===== src/rtl/div_pkg.sv =====
// div_pkg: shared state encoding and default sizes for the divider sequencer
package div_pkg;

    localparam int DEF_WIDTH = 32;
    localparam int DEF_CNT_W = 6;

    typedef enum logic [1:0] {
        IDLE = 2'd0,
        RUN  = 2'd1,
        DONE = 2'd2
    } state_t;

endpackage


===== src/rtl/div_step.sv =====
// div_step: one restoring compare-and-subtract step of the divider
module div_step
    import div_pkg::*;
#(
    parameter int WIDTH = DEF_WIDTH
) (
    input  logic [WIDTH-1:0] rem_in,
    input  logic             q_msb,
    input  logic [WIDTH-1:0] divisor_mag,
    output logic [WIDTH-1:0] rem_out,
    output logic             q_bit
);

    logic [WIDTH:0] t;
    logic [WIDTH:0] diff;

    // Partial remainder shifted left with the next dividend bit appended.
    assign t = {rem_in, q_msb};

    // Subtract via adder with inverted divisor and carry-in of one; the carry
    // out of the low WIDTH bits is the >= compare against the divisor.
    assign diff = {1'b0, t[WIDTH-1:0]} + {1'b0, ~divisor_mag} + {{WIDTH{1'b0}}, 1'b1};

    // A set top bit of t always exceeds any WIDTH-bit divisor.
    assign q_bit   = t[WIDTH] | diff[WIDTH];
    assign rem_out = q_bit ? diff[WIDTH-1:0] : t[WIDTH-1:0];

endmodule


===== src/rtl/div_sequencer.sv =====
// div_sequencer: multi-cycle restoring divider controller for MIPS div/divu
module div_sequencer
    import div_pkg::*;
#(
    parameter int WIDTH = DEF_WIDTH,
    parameter int CNT_W = DEF_CNT_W
) (
    input  logic             clk,
    input  logic             rst_n,
    input  logic             start,
    input  logic             is_signed,
    input  logic [WIDTH-1:0] dividend,
    input  logic [WIDTH-1:0] divisor,
    output logic             busy,
    output logic             done,
    output logic             div_zero,
    output logic [WIDTH-1:0] quotient,
    output logic [WIDTH-1:0] remainder
);

    state_t             state_q, state_d;
    logic [CNT_W-1:0]   cnt_q, cnt_d;
    logic [WIDTH-1:0]   rem_q, rem_d;
    logic [WIDTH-1:0]   q_q, q_d;
    logic [WIDTH-1:0]   dvs_q, dvs_d;
    logic               nq_q, nq_d;
    logic               nr_q, nr_d;
    logic [WIDTH-1:0]   quotient_q, quotient_d;
    logic [WIDTH-1:0]   remainder_q, remainder_d;
    logic               div_zero_q, div_zero_d;
    logic [WIDTH-1:0]   rem_o;
    logic               q_bit;
    logic [WIDTH-1:0]   q_next;

    div_step #(.WIDTH(WIDTH)) u_step (
        .rem_in      (rem_q),
        .q_msb       (q_q[WIDTH-1]),
        .divisor_mag (dvs_q),
        .rem_out     (rem_o),
        .q_bit       (q_bit)
    );

    assign q_next    = {q_q[WIDTH-2:0], q_bit};
    assign busy      = state_q == RUN;
    assign done      = state_q == DONE;
    assign div_zero  = div_zero_q;
    assign quotient  = quotient_q;
    assign remainder = remainder_q;

    // Next-state logic: operand capture, per-step update and result load on entry to DONE.
    always_comb begin
        state_d     = state_q;
        cnt_d       = cnt_q;
        rem_d       = rem_q;
        q_d         = q_q;
        dvs_d       = dvs_q;
        nq_d        = nq_q;
        nr_d        = nr_q;
        quotient_d  = quotient_q;
        remainder_d = remainder_q;
        div_zero_d  = div_zero_q;
        case (state_q)
            IDLE: if (start) begin
                nq_d  = is_signed & (dividend[WIDTH-1] ^ divisor[WIDTH-1]);
                nr_d  = is_signed & dividend[WIDTH-1];
                q_d   = (is_signed & dividend[WIDTH-1]) ? -dividend : dividend;
                dvs_d = (is_signed & divisor[WIDTH-1]) ? -divisor : divisor;
                rem_d = '0;
                cnt_d = CNT_W'(WIDTH);
                if (divisor == '0) begin
                    state_d     = DONE;
                    quotient_d  = '1;
                    remainder_d = dividend;
                    div_zero_d  = 1'b1;
                end else begin
                    state_d = RUN;
                end
            end
            RUN: begin
                rem_d = rem_o;
                q_d   = q_next;
                cnt_d = cnt_q - 1'b1;
                if (cnt_q == CNT_W'(1)) begin
                    state_d     = DONE;
                    quotient_d  = nq_q ? -q_next : q_next;
                    remainder_d = nr_q ? -rem_o : rem_o;
                    div_zero_d  = 1'b0;
                end
            end
            DONE:    state_d = IDLE;
            default: state_d = IDLE;
        endcase
    end

    // State and datapath registers, cleared asynchronously by reset.
    always_ff @(posedge clk or negedge rst_n) begin
        if (!rst_n) begin
            state_q     <= IDLE;
            cnt_q       <= '0;
            rem_q       <= '0;
            q_q         <= '0;
            dvs_q       <= '0;
            nq_q        <= 1'b0;
            nr_q        <= 1'b0;
            quotient_q  <= '0;
            remainder_q <= '0;
            div_zero_q  <= 1'b0;
        end else begin
            state_q     <= state_d;
            cnt_q       <= cnt_d;
            rem_q       <= rem_d;
            q_q         <= q_d;
            dvs_q       <= dvs_d;
            nq_q        <= nq_d;
            nr_q        <= nr_d;
            quotient_q  <= quotient_d;
            remainder_q <= remainder_d;
            div_zero_q  <= div_zero_d;
        end
    end

endmodule


===== config.mk =====
export PLATFORM = sky130hd
export DESIGN_NAME = div_sequencer
export DESIGN_NICKNAME = d
export VERILOG_FILES = /design/src/rtl/div_pkg.sv /design/src/rtl/div_step.sv /design/src/rtl/div_sequencer.sv
export SDC_FILE = /design/constraint.sdc
export NUM_CORES = 1
export LEC_CHECK = 0
export CAP_MARGIN = 20
export CORE_MARGIN = 10
export CORE_UTILIZATION = 51
export CTS_CLUSTER_SIZE = 12
export DETAILED_ROUTE_END_ITERATION = 10
export PLACE_DENSITY = 0.74
export SLEW_MARGIN = 20
export SYNTH_ARGS = -nofsm -noshare
export SYNTH_HDL_FRONTEND = slang
export SYNTH_SLANG_ARGS = --single-unit

===== constraint.sdc =====
create_clock -name clk -period 13.8 [get_ports clk]
set_input_delay 1.38 -clock clk [delete_from_list [all_inputs] [get_ports clk]]
set_output_delay 1.38 -clock clk [all_outputs]
set_load 0.02 [all_outputs]

==> reports/results.ini <==
[sta]
finalSetupViolCount=0
max_freq_ghz=0.162
worstMarginPinSlew_ns=1.01
rsz0062_at_grt=no
fin_setup_tns_ns=0
skew_ns=0.0106
period_minus_slack_ns=6.18
period_share_pct=44.8
setup_slack_ns=7.62
timing.hold.ws_ns=0.481
drv_slew=0
finalHoldViolCount=0
maxSlewHeadroom_pct=32.9

[yosys]
synth-edff-count=0
yosysUniqueCellTypes=71
synth.yosys.seq_area_share_pct=36.0
yosysWarnings=0
postSynth.asyncResetShare_pct=100
synth-seq-cells=171
synth_area_um2=11900
ys.flop_type=dfrtp_1
netlist.top_cell.by_area=dfrtp_1
synth_area_leaders=dfrtp_1 (36%), o21ai_0 (7.0%), xor2_1 (6.3%)
synthesis.nets=1584
avgSynthCellArea_um2=8.05
synth_top_cell_area_share_pct=36.0
syn_inst=1477

[route]
antenna_left=0
vias=11353
wl_per_cell_um=19.4
drc=0
vias_per_cell=6.01
drt_wl_total_mm=36.6
dr.pass1.iters=5
drt-initial-drc-count=1105

[critical_path]
critPathMaxFanout=47
cp_slowest_cell=or3_1
reg2reg_depth=22
crit_path_max_incr_delay_ns=0.49
start_kind=flop
path_class=flop to flop
critPathTopFamily=simple AND/OR/NAND/NOR gates
r2r_setup_slack_ns=7.62
worstPathRequired_ns=14.12
worstSetupEndpointType=flop
worst-path-buf-inv=2
arrival_ns=6.50
cp_cell_sequence=inv_1 > ha_1 > fa_1 > nand2b_1 > a21oi_1 > a21oi_1 > o21ai_2 > a21o_1 > buf_4 > nand2_1 > o21ai_0 > ha_1 > nand2_1 > or3_1 > nor2_1 > nor4b_1 > nor4b_1 > a31oi_1 > or3_1 > o31ai_1 > xnor2_1 > o22ai_1
r2r-start=q_q[31]$_DFFE_PN0P_
r2r_end=remainder[30]$_DFFE_PN0P_

[finish]
multi_input_area_um2=7140
antennaDiodeCount=0
fillers=2037
drive_gt1_share_pct=4.63
fin_area_um2=14000
fin_nets=1670
syn_to_final_growth_pct=18.0
final-seq-area_um2=4280

[clocking]
cts_buffer_depth=2
cts_tree=yes
postCtsResizedCells=0
cts.sinks=171
cts_made_buffers=17
post_cts_buffers=0
path_clk_slew_ns=0.07
htreeDepth=4
hold_buffers=0
insertion_delay_ns=0.44
cts_root_buffer=clkbuf_16

[power]
p_per_area_nw_per_um2=313
leakagePower_nw=5.66
finalPower_mw=4.39
ir_worst_vdd_uv=182

[placed_design]
gp_congestion=0.964
post-place-ws_ns=7.68
io_buffers=134
dp_hpwl_mm=27.3
place_area_um2=13400

[grt]
grt_usage_pct=23.7
gr-total-overflow=0
antenna_found_initial=0
grt_max_degree=105
grt_pass1_wl_mm=58.8
grt_pass1_vias=10747

[outcome]
status=complete, no violations

[die]
fp.dieH_um=173
die_x_um=173
fp-row-count=55
core-area_um2=22800
ios=135
initial_utilization_pct=52.2
dieArea_um2=29800

[flow_run]
maxCapViolations=0

[min_path]
hold_end=dvs_q[21]$_DFFE_PN0P_
hp-class=flop to flop
hp-start=dvs_q[21]$_DFFE_PN0P_
min_path_cells=2

final cells by class:
class / count / share of cell area (%)
Timing Repair Buffer: 146 / 10.2
Clock buffer: 17 / 3.03
Sequential cell: 171 / 30.5
Clock inverter: 14 / 1.12
Multi-Input combinational cell: 1174 / 50.9
Tap cell: 313 / 2.79
Inverter: 53 / 1.42
cells in the final DEF (no fill, tap or decap), drive strengths merged, types with 6 or more instances in the layout:
| cell type | instances |
|---|---|
| a211oi | 12 |
| a21o | 10 |
| a21oi | 120 |
| a22o | 9 |
| a22oi | 12 |
| a31oi | 31 |
| and2 | 7 |
| and3 | 13 |
| buf | 13 |
| clkbuf | 17 |
| clkdlybuf4s50 | 133 |
| dfrtp | 171 |
| ha | 38 |
| inv | 60 |
| mux2i | 18 |
| nand2 | 192 |
| nand3 | 24 |
| nand4 | 6 |
| nor2 | 133 |
| nor3 | 27 |
| nor4 | 16 |
| o211ai | 12 |
| o21a | 9 |
| o21ai | 170 |
| o22ai | 29 |
| o31ai | 28 |
| o41ai | 15 |
| or2 | 8 |
| or3 | 28 |
| or4 | 11 |
| xnor2 | 45 |
| xor2 | 86 |
worst max-delay path by stage:
stage,cells after the start,endpoint,startpoint
3_5_place_dp,12,remainder[23]$_DFFE_PN0P_,divisor[8]
4_1_cts,22,remainder[30]$_DFFE_PN0P_,q_q[31]$_DFFE_PN0P_
5_1_grt,22,remainder[30]$_DFFE_PN0P_,q_q[31]$_DFFE_PN0P_
3_3_place_gp,12,remainder[23]$_DFFE_PN0P_,divisor[8]
6_report,22,remainder[30]$_DFFE_PN0P_,q_q[31]$_DFFE_PN0P_
2_1_floorplan,24,remainder[30]$_DFFE_PN0P_,q_q[31]$_DFFE_PN0P_
metal layers:
| metal | GRT usage, % | wire length [um] | part of all wire [%] |
|---|---|---|---|
| met3 | 4.70 | 2310 | 6.3 |
| met1 | 31.3 | 16200 | 44 |
| met2 | 38.6 | 17300 | 47 |
| met4 | 6.86 | 832 | 2.3 |
| met5 | 0 | 0 | 0 |
registers in the layout (all words and copies together) (netlist names):
| name | cells |
|---|---|
| rem_q | 32 |
| remainder | 32 |
| quotient | 32 |
| div_zero | 1 |
| cnt_q | 6 |
| q_q | 32 |
| state_q | 2 |
| dvs_q | 32 |
| nq_q | 1 |
| nr_q | 1 |
cells by family after synthesis:
logic type / synth area share (%)
multiplexers: 1.89
buffers and inverters: 4.22
adder cells (fa/ha/maj): 4.17
flip-flops: 36.0
AO/OA/AOI/OAI: 25.3
XOR/XNOR: 9.65
AND/OR/NAND/NOR: 18.8
through the flow:
stage               cells  util (%)
finish               1888      61.6
global route         1888      61.6
CTS                  1888      61.6
detailed placement   1857      59.0
global placement     1857      59.0
floorplan            1477         -
tightest hold or removal path: cells and delay by family, from the launching register on:
family | cells | cell delay [ns]
AO/OA/AOI/OAI | 1 | 0.05
AND/OR/NAND/NOR | 1 | 0.04
flip-flops | 1 | 0.35
synth_stat cells, drive strengths merged, types with 29 or more instances:
master,number
nand2,192
dfrtp,171
o21ai,170
nor2,133
a21oi,120
xor2,86
clkbuf,66
inv,53
xnor2,45
ha,38
a31oi,31
o22ai,29
power by group:
group | switching [mW] | total [mW] | internal (mW)
clock | 0.239 | 0.481 | 0.242
combinational | 1.77 | 2.89 | 1.11
sequential | 0.272 | 1.02 | 0.748
Note: power is estimated with default switching activity, not from simulation.
